File: config.mk
export PLATFORM = sky130hd
export DESIGN_NAME = cube_calc
export DESIGN_NICKNAME = d
export VERILOG_FILES = /design/src/rtl/cube_pkg.sv /design/src/rtl/shift_add_step.sv /design/src/rtl/cube_calc.sv
export SDC_FILE = /design/constraint.sdc
export NUM_CORES = 1
export LEC_CHECK = 0
export BUFFER_PORTS_ARGS = -buffer_cell sky130_fd_sc_hd__buf_4
export CORE_ASPECT_RATIO = 1.1
export CORE_MARGIN = 2
export CORE_UTILIZATION = 60
export CTS_BUF_LIST = sky130_fd_sc_hd__clkbuf_4
export DETAILED_ROUTE_END_ITERATION = 8
export PLACE_DENSITY = 0.9
export SLEW_MARGIN = 10
export SYNTH_ARGS = -nofsm -noshare
export SYNTH_HDL_FRONTEND = slang
export SYNTH_HIERARCHICAL = 1
export SYNTH_SLANG_ARGS = --single-unit
File: constraint.sdc
create_clock -name clk -period 4.97 [get_ports clk]
set_clock_uncertainty 0.15 [all_clocks]
set_input_delay 0.497 -clock clk [delete_from_list [all_inputs] [get_ports clk]]
set_output_delay 0.497 -clock clk [all_outputs]
set_load 0.02 [all_outputs]
File: src/rtl/cube_pkg.sv
// ============================================================================
// Module      : cube_pkg
// Description : Shared types and constants for the iterative integer cuber.
//               Holds the FSM state encoding, the default operand/result
//               widths and the number of shift-add iterations per pass.
// Revision    : 1.0 - initial release
// ============================================================================
`default_nettype none

package cube_pkg;

    localparam int CUBE_XW    = 8;   // operand width
    localparam int CUBE_YW    = 24;  // result width (3 * CUBE_XW)
    localparam int CUBE_STEPS = 8;   // shift-add iterations per pass

    typedef enum logic [1:0] {
        ST_IDLE = 2'd0,
        ST_SQR  = 2'd1,
        ST_CUB  = 2'd2,
        ST_DONE = 2'd3
    } cube_state_e;

endpackage : cube_pkg

`default_nettype wire

File: src/rtl/shift_add_step.sv
// ============================================================================
// Module      : shift_add_step
// Description : One combinational shift-add multiplier iteration:
//               o_acc_next = i_acc + (i_bit ? i_mcand << i_step : 0)
// Ports       : i_acc      running partial product
//               i_mcand    multiplicand, zero-extended to YW bits
//               i_bit      current multiplier bit
//               i_step     bit position / shift amount
//               o_acc_next updated partial product
// Revision    : 1.0 - initial release
// ============================================================================
`default_nettype none

module shift_add_step #(
    parameter int YW = 24,
    parameter int SW = 4
) (
    input  logic [YW-1:0] i_acc,
    input  logic [YW-1:0] i_mcand,
    input  logic          i_bit,
    input  logic [SW-1:0] i_step,
    output logic [YW-1:0] o_acc_next
);

    logic [YW-1:0] w_addend;

    always_comb begin
        w_addend   = i_bit ? (i_mcand << i_step) : '0;
        o_acc_next = i_acc + w_addend;
    end

endmodule : shift_add_step

`default_nettype wire

File: src/rtl/cube_calc.sv
// ============================================================================
// Module      : cube_calc
// Description : Iterative unsigned integer cuber, y = x^3. A single shared
//               shift-add step computes x*x in an 8-cycle SQR pass, then
//               x^2*x in an 8-cycle CUB pass, then publishes the result in a
//               one-cycle DONE state. Fixed latency of 17 cycles from the
//               accepted start to the done pulse.
// Ports       : clk    system clock (rising edge)
//               rst    synchronous active-high reset
//               start  request strobe, sampled only in IDLE
//               x_bi   operand, captured on the accepted start edge
//               busy   high while a computation is in flight
//               done   one-cycle pulse when y_bo updates
//               y_bo   result, held until next done or reset
//               step   iteration index      (only with CUBE_CALC_DEBUG_EN)
//               acc    running accumulator  (only with CUBE_CALC_DEBUG_EN)
// Config      : define CUBE_CALC_DEBUG_EN to expose step/acc debug ports.
// Revision    : 1.0 - initial release
// ============================================================================
`default_nettype none

module cube_calc
    import cube_pkg::*;
#(
    parameter int XW = CUBE_XW,
    parameter int YW = CUBE_YW   // must equal 3*XW; x^3 then never overflows
) (
    input  logic          clk,
    input  logic          rst,
    input  logic          start,
    input  logic [XW-1:0] x_bi,
    output logic          busy,
    output logic          done,
    output logic [YW-1:0] y_bo
`ifdef CUBE_CALC_DEBUG_EN
    ,
    output logic [3:0]    step,
    output logic [YW-1:0] acc
`endif
);

    localparam int SW = 4;              // step counter width (debug port width)
    localparam int IW = $clog2(XW);     // bits needed to index the operand
    localparam logic [SW-1:0] LAST_STEP = SW'(CUBE_STEPS - 1);

    // ------------------------------------------------------------------
    // State and datapath registers
    // ------------------------------------------------------------------
    cube_state_e     r_state;
    logic [XW-1:0]   r_x;
    logic [2*XW-1:0] r_sq;
    logic [YW-1:0]   r_acc;
    logic [SW-1:0]   r_step;
    logic [YW-1:0]   r_y;
    logic            r_done;

    cube_state_e     w_state_nxt;
    logic [XW-1:0]   w_x_nxt;
    logic [2*XW-1:0] w_sq_nxt;
    logic [YW-1:0]   w_acc_nxt;
    logic [SW-1:0]   w_step_nxt;
    logic [YW-1:0]   w_y_nxt;
    logic            w_done_nxt;

    // ------------------------------------------------------------------
    // Shared shift-add step. The multiplier is always x; the multiplicand
    // is x during the squaring pass and x^2 during the cubing pass.
    // ------------------------------------------------------------------
    logic [YW-1:0] w_mcand;
    logic          w_bit;
    logic [YW-1:0] w_acc_sum;

    assign w_mcand = (r_state == ST_SQR) ? YW'(r_x) : YW'(r_sq);
    assign w_bit   = r_x[r_step[IW-1:0]];

    shift_add_step #(
        .YW (YW),
        .SW (SW)
    ) u_step (
        .i_acc      (r_acc),
        .i_mcand    (w_mcand),
        .i_bit      (w_bit),
        .i_step     (r_step),
        .o_acc_next (w_acc_sum)
    );

    // ------------------------------------------------------------------
    // State register
    // ------------------------------------------------------------------
    always_ff @(posedge clk) begin
        if (rst) begin
            r_state <= ST_IDLE;
            r_x     <= '0;
            r_sq    <= '0;
            r_acc   <= '0;
            r_step  <= '0;
            r_y     <= '0;
            r_done  <= 1'b0;
        end else begin
            r_state <= w_state_nxt;
            r_x     <= w_x_nxt;
            r_sq    <= w_sq_nxt;
            r_acc   <= w_acc_nxt;
            r_step  <= w_step_nxt;
            r_y     <= w_y_nxt;
            r_done  <= w_done_nxt;
        end
    end

    // ------------------------------------------------------------------
    // Next-state and datapath control
    // ------------------------------------------------------------------
    always_comb begin
        w_state_nxt = r_state;
        w_x_nxt     = r_x;
        w_sq_nxt    = r_sq;
        w_acc_nxt   = r_acc;
        w_step_nxt  = r_step;
        w_y_nxt     = r_y;
        w_done_nxt  = 1'b0;

        case (r_state)
            ST_IDLE: begin
                if (start) begin
                    w_x_nxt     = x_bi;
                    w_acc_nxt   = '0;
                    w_step_nxt  = '0;
                    w_state_nxt = ST_SQR;
                end
            end

            ST_SQR: begin
                w_acc_nxt  = w_acc_sum;
                w_step_nxt = r_step + SW'(1);
                if (r_step == LAST_STEP) begin
                    // x^2 is complete; it becomes the multiplicand of pass two
                    w_sq_nxt    = w_acc_sum[2*XW-1:0];
                    w_acc_nxt   = '0;
                    w_step_nxt  = '0;
                    w_state_nxt = ST_CUB;
                end
            end

            ST_CUB: begin
                w_acc_nxt  = w_acc_sum;
                w_step_nxt = r_step + SW'(1);
                if (r_step == LAST_STEP) begin
                    w_step_nxt  = '0;
                    w_state_nxt = ST_DONE;
                end
            end

            ST_DONE: begin
                w_y_nxt     = r_acc;
                w_done_nxt  = 1'b1;
                w_state_nxt = ST_IDLE;
            end

            default: begin
                w_state_nxt = ST_IDLE;
            end
        endcase
    end

    // ------------------------------------------------------------------
    // Outputs
    // ------------------------------------------------------------------
    assign busy = (r_state != ST_IDLE);
    assign done = r_done;
    assign y_bo = r_y;

`ifdef CUBE_CALC_DEBUG_EN
    assign step = r_step;
    assign acc  = r_acc;
`endif

endmodule : cube_calc

`default_nettype wire

== Word level (Yosys, flattened, before mapping) ==
Cells that the tools add are included.
Storage, ports and cells
  input bits: 11
  output and inout bits: 26
  bits in read-only memories: 0
  memories: 0
  flip-flop bits (word level): 79
  bits in latches: 0
  bits in writable memories: 0
Operators by class
  muxes and demuxes: 15
  $mul: 0
  magnitude comparators: 1
  divide/modulo/power cells: 0
  shift operators: 1
  reductions and logical operators: 10
  eq/ne operators: 7
  $add $sub $neg: 2
  bitwise operators: 0
Operators with widths (count)
  $mux 24: 3
  $pmux 24 s3: 1
  $add 24x24->24: 1
  $shl 16x4->24: 1
  $mux 16: 1
  $mux 4: 2
  $pmux 2 s4: 1
  $pmux 4 s2: 1
  $reduce_and 2->1: 4
  $mux 2: 3
  $add 4x1->4 const B: 1
  $eq 2x2->1 const B: 2
  $eq 4x3->1 const B: 1
  $lt 3x4->1 const B: 1
  $ne 2x2->1 const B: 2
  $reduce_bool 2->1: 2
  $bmux 1 s3: 1
  $reduce_and 3->1: 1
  $reduce_bool 3->1: 1
  $eq 2x1->1 const B: 1
  $logic_not 2->1: 1
  $mux 1: 2
  $ne 2x1->1 const B: 1
  $reduce_or 2->1: 1

== Depth between registers and ports, before layout ==
Gate-level depths: netlist (run 1).
  depth after elaboration: 7
  gate-level depth with buffers: 20
  mapped depth without buffers: 18

== By module ==
The synthesis (run 1) kept the hierarchy.
Modules (own cells, without submodules)
  cube_calc: instances 1, cells an instance 338, area each 3320.7 µm²
  shift_add_step: instances 1, cells an instance 306, area each 2275.9 µm²

== Worst setup path after synthesis (run 1) ==
OpenSTA, ideal clock, no wires.
  path type: register to register
  start: reg r_step[0]
  end: reg r_acc[20]
  path slack: 661 ps
  clock period less this slack: 4309 ps
  arrival: 4041 ps
  required time: 4703 ps
  setup time: 117 ps
  cell stages (with the launch flop): 16
  buffers on the path: 1
  path through: dfxtp_1 -> mux4_2 -> mux2_2 -> clkbuf_1 -> nand2_1 -> nor4_1 -> ha_1 -> fa_1 -> a21o_2 -> a221o_1 -> a31o_4 -> a21oi_4 -> nor2_1 -> a211o_1 -> nor3b_1 -> a32o_1
Between the ends
  word-level cells in the longest chain between the ends: 6
  elaborated cells between the ends (all ways): 8
RTL lines
  start: declaration: RTL line cube_calc.sv:53  | logic [SW-1:0] r_step;
  start signal: assignment: RTL line cube_calc.sv:104  | r_step <= w_step_nxt;
  $bmux 1 s3 (*): RTL line cube_calc.sv:74  | assign w_bit = r_x[r_step[IW-1:0]];
  $mux 1 (not written as such) (*): RTL line cube_calc.sv:74
  via w_bit: RTL line cube_calc.sv:70  | logic w_bit;
  $mux 24 (*): RTL line shift_add_step.sv:28  | w_addend = i_bit ? (i_mcand << i_step) : '0;
  $add 24x24->24 (*): RTL line shift_add_step.sv:29  | o_acc_next = i_acc + w_addend;
  via w_acc_sum[20]: RTL line cube_calc.sv:71  | logic [YW-1:0] w_acc_sum;
  $mux 24: RTL line cube_calc.sv:135  | if (r_step == LAST_STEP) begin
  $pmux 24 s3 (*): RTL line cube_calc.sv:122  | case (r_state)
  end signal: assignment: RTL line cube_calc.sv:103  | r_acc <= w_acc_nxt;
  end: declaration: RTL line cube_calc.sv:52  | logic [YW-1:0] r_acc;
The timed path passes the listed nets; every way through them passes the cells marked *. The select of a mux whose other input is x is not followed.
A chain may end at the register's enable or synchronous reset.

== Final worst setup path (run 1) ==
  start: reg r_state[1]
  end: reg r_acc[23]
Between the ends
  word-level cells in the longest chain between the ends: 7
  elaborated cells between the ends (all ways): 12
RTL lines
  start: declaration: RTL line cube_calc.sv:49  | cube_state_e r_state;
  start signal: assignment: RTL line cube_calc.sv:100  | r_state <= w_state_nxt;
  $eq 2x1->1 (*): RTL line cube_calc.sv:73  | assign w_mcand = (r_state == ST_SQR) ? YW'(r_x) : YW'(r_sq);
  $mux 16 (*): RTL line cube_calc.sv:73
  via w_mcand[7]: RTL line cube_calc.sv:69  | logic [YW-1:0] w_mcand;
  $shl 16x4->24 (*): RTL line shift_add_step.sv:28
  $mux 24 (*): RTL line shift_add_step.sv:28
  $add 24x24->24 (*): RTL line shift_add_step.sv:29
  via w_acc_sum[23]: RTL line cube_calc.sv:71
  $mux 24: RTL line cube_calc.sv:135
  $pmux 24 s3 (*): RTL line cube_calc.sv:122
The timed path passes the listed nets; every way through them passes the cells marked *.

==> impl_metrics.ini, run 1 <==
[placement]
io_buffers = 36
gp_congestion = 1.07
place_inst = 777
hpwl_um = 10100

[floorplan]
die-width_um = 96.1
start_util_pct = 62.4
die_y_um = 105
io_pins = 37
core_area_mm2 = 0.00896
die_area_mm2 = 0.0101
row_count = 36

[layout]
final_cell_mix = dfxtp_1 (79), nand2_1 (71), nor2_1 (57), a21oi_1 (49), mux2i_1 (44)
final_nets = 714
instances_no_fill = 793
nFillCells = 705
final_layout_size_suffix_gt1_share_pct = 13.7
syn_to_final_growth_pct = 8.18
diodes = 0
final_common_cell = dfxtp_1

[min_path]
whs_endpoint = r_x[4]
holdCritStartpoint = x_bi[4]
hold_path.class = input port to register
min_path_cells = 3

[yosys]
yosysSeqAreaShare_pct = 28.3
syn_avg_cell_area_um2 = 8.69
synth.top_cells.by_area = dfxtp_1 (28%), mux2i_1 (7.9%), ha_1 (6.3%)
synth-edff-count = 0
yosys_register_bits = 79
yosysTopAreaCellShare_pct = 28.3
yosys_warnings = 6
ys.flop_type = dfxtp_1
synth_cells = 644
async_flop_share_pct = 0
synth_largest_area_cell = dfxtp_1
synth_cell_types = 70
mappedNetlistArea_mm2 = 0.00560

[timing]
drv_slew = 0
tightest_slew_ps = 1070
fmax_ghz = 0.214
setup_violations = 0
max_slew_margin_pct = 28.5
hold_violations = 0
fin_crit_sh_pct = 94.0
tns_ps = 0
rsz0062_at_grt = false
min_period_ps = 4670

[drt]
dr.pass1.iters = 5
ant_nets = 0
finalWirelength_um = 14300
wl_per_cell_um = 18.0
drc = 0
vias = 5154
via_per_inst = 6.50
drt_iter0_drc = 506

[grt]
grt_overflow = 0
antenna_found_initial = 0
grtUsageTotal_pct = 29.1
grt_pass1_vias = 4860
grt_pass1_wl_um = 23300
grt_start_max_net_pins = 82

[critical_path]
cp-start-kind = register
rr_endpoint = r_acc[23]
r2r_slack_ps = 300
path_class = register to register
r2r_cells = 16
cp-end-kind = register
critical_path_required_ps = 5170
worstPathMaxFanout = 21
crit_arrival_ps = 4880
reg2reg_from = r_state[1]

[power_and_ir_drop]
peakVddDrop_mv = 0.230
p_leak_nw = 2.43
powerDensity_mw_per_mm2 = 315

[cts]
root_buffer = clkbuf_4
ctsHoldBuffers = 0
cts_tree = yes
h-tree-depth = 3
cts_num_sinks = 79
clkTransAtPathRegs_ps = 130
postCtsSetupBuffers = 0
clk_path_buf_depth = 2
clk_latency_ps = 450
numCtsBuffers = 9
cts_resized = 0

[job]
drv_cap = 0

[status]
status = finished clean
## area by class of cell
type	instances	area, um2	share of cell area [%]
well taps	114	143	2.36
multi-input cells	527	3800	62.8
inverters	14	52.6	0.868
clock inverters	5	72.6	1.20
clock buffers	11	82.6	1.36
repair buffers	43	323	5.33
flip-flops and latches	79	1580	26.1
## logic make-up (layout without fill, tap and decap cells)
| kind of cell | count (synthesis) | in the layout | synth area share [%] |
|---|---|---|---|
| buffers and inverters | 58 | 73 | 5.28 |
| XOR/XNOR | 21 | 21 | 3.29 |
| adder cells (fa/ha/maj) | 29 | 29 | 6.62 |
| other | 1 | 21 | 0.0670 |
| flip-flops | 79 | 79 | 28.3 |
| AO/OA/AOI/OAI | 158 | 158 | 20.1 |
| multiplexers | 74 | 74 | 16.1 |
| AND/OR/NAND/NOR | 224 | 224 | 20.2 |
## state kept, by name (all words and copies together), names as in the netlist
| signal | flops |
|---|---|
| r_acc | 24 |
| y_bo | 24 |
| r_sq | 16 |
| r_x | 8 |
| r_step | 4 |
| r_state | 2 |
| done | 1 |
## cell usage after synthesis, drive strengths merged (8+ instances only)
master,count
a32o,24
mux2i,44
clkbuf,18
ha,28
nor3b,26
xnor2,15
mux2,20
nor2b,14
buf,26
and2,8
o21ai,17
a21o,8
a21oi,51
inv,12
nand2,71
mux4,10
nor2,57
nand2b,8
a211oi,20
dfxtp,79
nand3,13
## metrics by stage
step	worst slack (ps)	hold slack [ps]	total power [mW]	utilization, %	cell area (um2)
after detailed placement	218	295	1.46	65.8	5900
final	297	144	1.91	67.5	6050
after floorplan	661	282	1.35	-	5670
after global routing	37.9	148	2.00	67.5	6050
after global placement	348	291	1.43	65.8	5900
after CTS	142	130	1.89	67.5	6050
## layer usage
layer  global-route usage [%]  part of all wire [%]  wire length (um)  vias up
met5                        0                     0                 0        -
met4                     13.0                   3.2               453        0
met3                     5.93                   7.4              1050       41
met2                     46.2                    47              6770      254
met1                     37.6                    42              6000     2445
li1                         -                     -                 -     2414
## power by group
part	internal, mW	total [mW]	switching (mW)
sequential	0.660	0.691	0.0311
combinational	0.284	0.781	0.497
clock	0.212	0.435	0.224
total	1.16	1.91	0.752
## critical path, cell delays in order, from the launching register on
cell and delay (ps):
dfxtp_1 370, inv_1 120, ha_2 480, mux2_1 410, mux4_2 490, mux2i_1 230
o22a_1 170, nor2_1 40, ha_1 360, a21oi_1 240, o21ai_0 130, a31oi_1 240
o2111ai_1 220, a211oi_1 360, xnor2_1 120, nor3b_1 160, a32o_1 290
## worst max path at each step
stage | from | to | slack, ps | cells after the start
after floorplan | r_step[0] | r_acc[20] | 660 | 15
after global placement | r_state[1] | r_acc[23] | 350 | 16
after detailed placement | r_state[1] | r_acc[23] | 220 | 16
after CTS | r_state[1] | r_acc[23] | 140 | 16
after global routing | r_state[1] | r_acc[22] | 40 | 17
final | r_state[1] | r_acc[23] | 300 | 16
No activity file was read; power rests on OpenSTA's default activity.
==> run 2: changes to the inputs <==
--- a/config.mk
+++ b/config.mk
@@ -8,12 +8,12 @@
 export BUFFER_PORTS_ARGS = -buffer_cell sky130_fd_sc_hd__buf_4
 export CORE_ASPECT_RATIO = 1.1
 export CORE_MARGIN = 2
-export CORE_UTILIZATION = 60
+export CORE_UTILIZATION = 57
 export CTS_BUF_LIST = sky130_fd_sc_hd__clkbuf_4
 export DETAILED_ROUTE_END_ITERATION = 8
+export MAX_ROUTING_LAYER = met4
 export PLACE_DENSITY = 0.9
 export SLEW_MARGIN = 10
 export SYNTH_ARGS = -nofsm -noshare
 export SYNTH_HDL_FRONTEND = slang
-export SYNTH_HIERARCHICAL = 1
 export SYNTH_SLANG_ARGS = --single-unit
==> constraint.sdc (replaced) <==
create_clock -name clk -period 3.85 [get_ports clk]
set_clock_uncertainty 0.15 [all_clocks]
set_input_delay 0.385 -clock clk [delete_from_list [all_inputs] [get_ports clk]]
set_output_delay 0.385 -clock clk [all_outputs]
set_load 0.02 [all_outputs]
==> run 2 against run 1 <==
  * The run now ends with setup timing left
  * Count of clock-buffer cells in the layout down 2
  * Final area up 4.3%
  * Fmax up 12%
  * Synthesized cell count down 6.4%
  * Die area down 5.3%
  * Final cell count up 1.8%
  * Core utilization up 7.2 points
  * Critical path type unchanged
  * Largest cell class unchanged
  * Sequential power up 29%
  * Combinational power up 26%
  * First-iteration DRC count up 59%
  * Via count up 0.41%
==> impl_metrics.ini, run 2 <==
[status]
status = finished, violations left
violations = setup timing

[floorplan]
row_count = 35
io_pins = 37
die-width_um = 93.5
die_area_mm2 = 0.00958
core_area_mm2 = 0.00845
die_y_um = 102
start_util_pct = 59.5

[drt]
via_per_inst = 6.41
finalWirelength_um = 16000
ant_nets = 0
drt_iter0_drc = 807
drc = 0
dr.pass1.iters = 8
vias = 5175
wl_per_cell_um = 19.9

[job]
drv_cap = 0

[placement]
placedInstanceArea_mm2 = 0.00574
place_inst = 776
hpwl_um = 9620
place_ws_ps = -389
gp_congestion = 0.984
io_buffers = 36

[timing]
max_slew_margin_pct = 49.2
tightest_slew_ps = 762
fin_crit_sh_pct = 108
hold_violations = 0
holdWs_ps = 21.9
fmax_ghz = 0.241
drv_slew = 0
min_period_ps = 4160
tns_ps = -1940
finalWorstSetupSlack_ps = -306
rsz0062_at_grt = true
setup_violations = 14

[cts]
cts_tree = yes
numCtsBuffers = 9
h-tree-depth = 3
clk_path_buf_depth = 2
cts_num_sinks = 79
root_buffer = clkbuf_4
clkTransAtPathRegs_ps = 140
clk_latency_ps = 470

[min_path]
min_path_cells = 3
hold_path.class = input port to register
holdCritStartpoint = x_bi[2]

[yosys]
yosysMostFrequentCell = dfxtp_1
ys.flop_type = dfxtp_1
synth_largest_area_cell = dfxtp_1
synth.top_cells.by_count = dfxtp_1 (79), nand2_1 (75), nor2_1 (71), a21oi_1 (59), mux2i_1 (49)
yosys_register_bits = 79
syn_avg_cell_area_um2 = 8.33
yosysTopAreaCellShare_pct = 31.5
yosys_warnings = 0
mappedNetlistArea_mm2 = 0.00502
synth-edff-count = 0
synth.top_cells.by_area = dfxtp_1 (31%), mux2i_1 (9.8%), ha_1 (7.5%)
synth_cell_types = 59
synth_cells = 603
syn_nets = 645
async_flop_share_pct = 0
yosysSeqAreaShare_pct = 31.5

[critical_path]
cp-end-kind = register
crit_start = r_state[1]
worstPathMaxFanout = 7
reg2reg_from = r_state[1]
cp_cell_sequence = inv_2 > ha_4 > buf_6 > mux2i_4 > mux2i_2 > mux2i_2 > nor2_1 > a21oi_2 > a211oi_2 > ha_1 > a21oi_1 > o21ai_1 > o41ai_4 > buf_4 > nor3_1 > o22ai_1 > o21ai_1 > xor2_1 > a22o_1
crit_arrival_ps = 4390
critical_path_required_ps = 4080
cp-start-kind = register
slowest_delay_ps = 360
worst_path_max_delay_cell = dfxtp_2
r2r_cells = 19
path_class = register to register

[grt]
grt_pass1_wl_um = 22000
grt_start_max_net_pins = 68
antenna_found_initial = 0
grt_overflow = 0
grtUsageTotal_pct = 30.0
grt_pass1_vias = 4794

[layout]
final_common_cell = buf_4
final_util_pct = 74.7
diodes = 0
syn_to_final_growth_pct = 25.6
nFillCells = 527
final_cell_mix = buf_4 (112), dfxtp_1 (76), nand2_1 (73), nor2_1 (68), a21oi_1 (47)
instances_no_fill = 807
final_cell_area_mm2 = 0.00631
final_layout_size_suffix_gt1_share_pct = 31.5
final_nets = 733

[power_and_ir_drop]
power_frac_comb_pct = 42.2
peakVddDrop_mv = 0.236
switching_share_pct = 41.1
p_leak_nw = 2.57
p_clk_share_pct = 19.8
powerDensity_mw_per_mm2 = 370
p_total_mw = 2.34
p_int_mw = 1.38
seq_power_share_pct = 38.0
switchingPower_uw = 960
[run 2: critical path: cells and delay by family (launching register included)]
kind	cells	cell delay [ps]
xor gates and xnor gates	1	150
and+or+nand+nor	2	260
buffers and inverters	3	410
DFF	1	360
adders and majority gates	2	540
muxes	3	580
AOI/OAI and AO/OA	8	1620
[run 2: worst paths after layout]
path               endpoint  slack, ps
hold reg to reg     r_sq[0]        330
setup reg to reg  r_acc[21]       -310
setup / recovery  r_acc[21]       -310
hold / removal       r_x[2]         20
[run 2: cells by family after synthesis]
family / Yosys count / synth area share, %
AOI/OAI and AO/OA: 150 / 20.3
buffers and inverters: 49 / 4.33
DFF: 79 / 31.5
muxes: 61 / 13.6
adders and majority gates: 31 / 7.87
and+or+nand+nor: 211 / 18.6
xor gates and xnor gates: 22 / 3.83
[run 2: per-layer routing]
metal,routed length (um),track usage [%],up-vias
met4,1050,17.3,0
met3,1220,5.24,111
met5,0,-,-
met1,5980,33.5,2417
li1,-,-,2309
met2,7790,50.4,338
[run 2: final cells by class]
type | count | area [um2] | share of cell area [%]
clock buffer | 9 | 67.6 | 1.07
clock inverter | 7 | 48.8 | 0.773
inverter | 10 | 41.3 | 0.654
multi-input combinational | 475 | 3540 | 56.1
sequential | 79 | 1590 | 25.1
tap | 111 | 139 | 2.20
timing repair buffer | 116 | 886 | 14.0
[run 2: what timing repair did]
item	4_1_cts	5_1_grt
endpoints found under the hold margin	0	0
setup endpoints to repair	17	16
resized for setup	15	66
buffers inserted	5	13
pin swaps	9	35
hold buffers	0	0
[run 2: power by group through the flow]
stage               registers [mW]  logic, mW  clock network [mW]
floorplan                    0.887      0.532                   0
global placement             0.889      0.755                   0
detailed placement           0.892      0.790                   0
CTS                          0.883      0.811               0.453
global route                 0.890       1.03               0.492
finish                       0.888      0.986               0.462
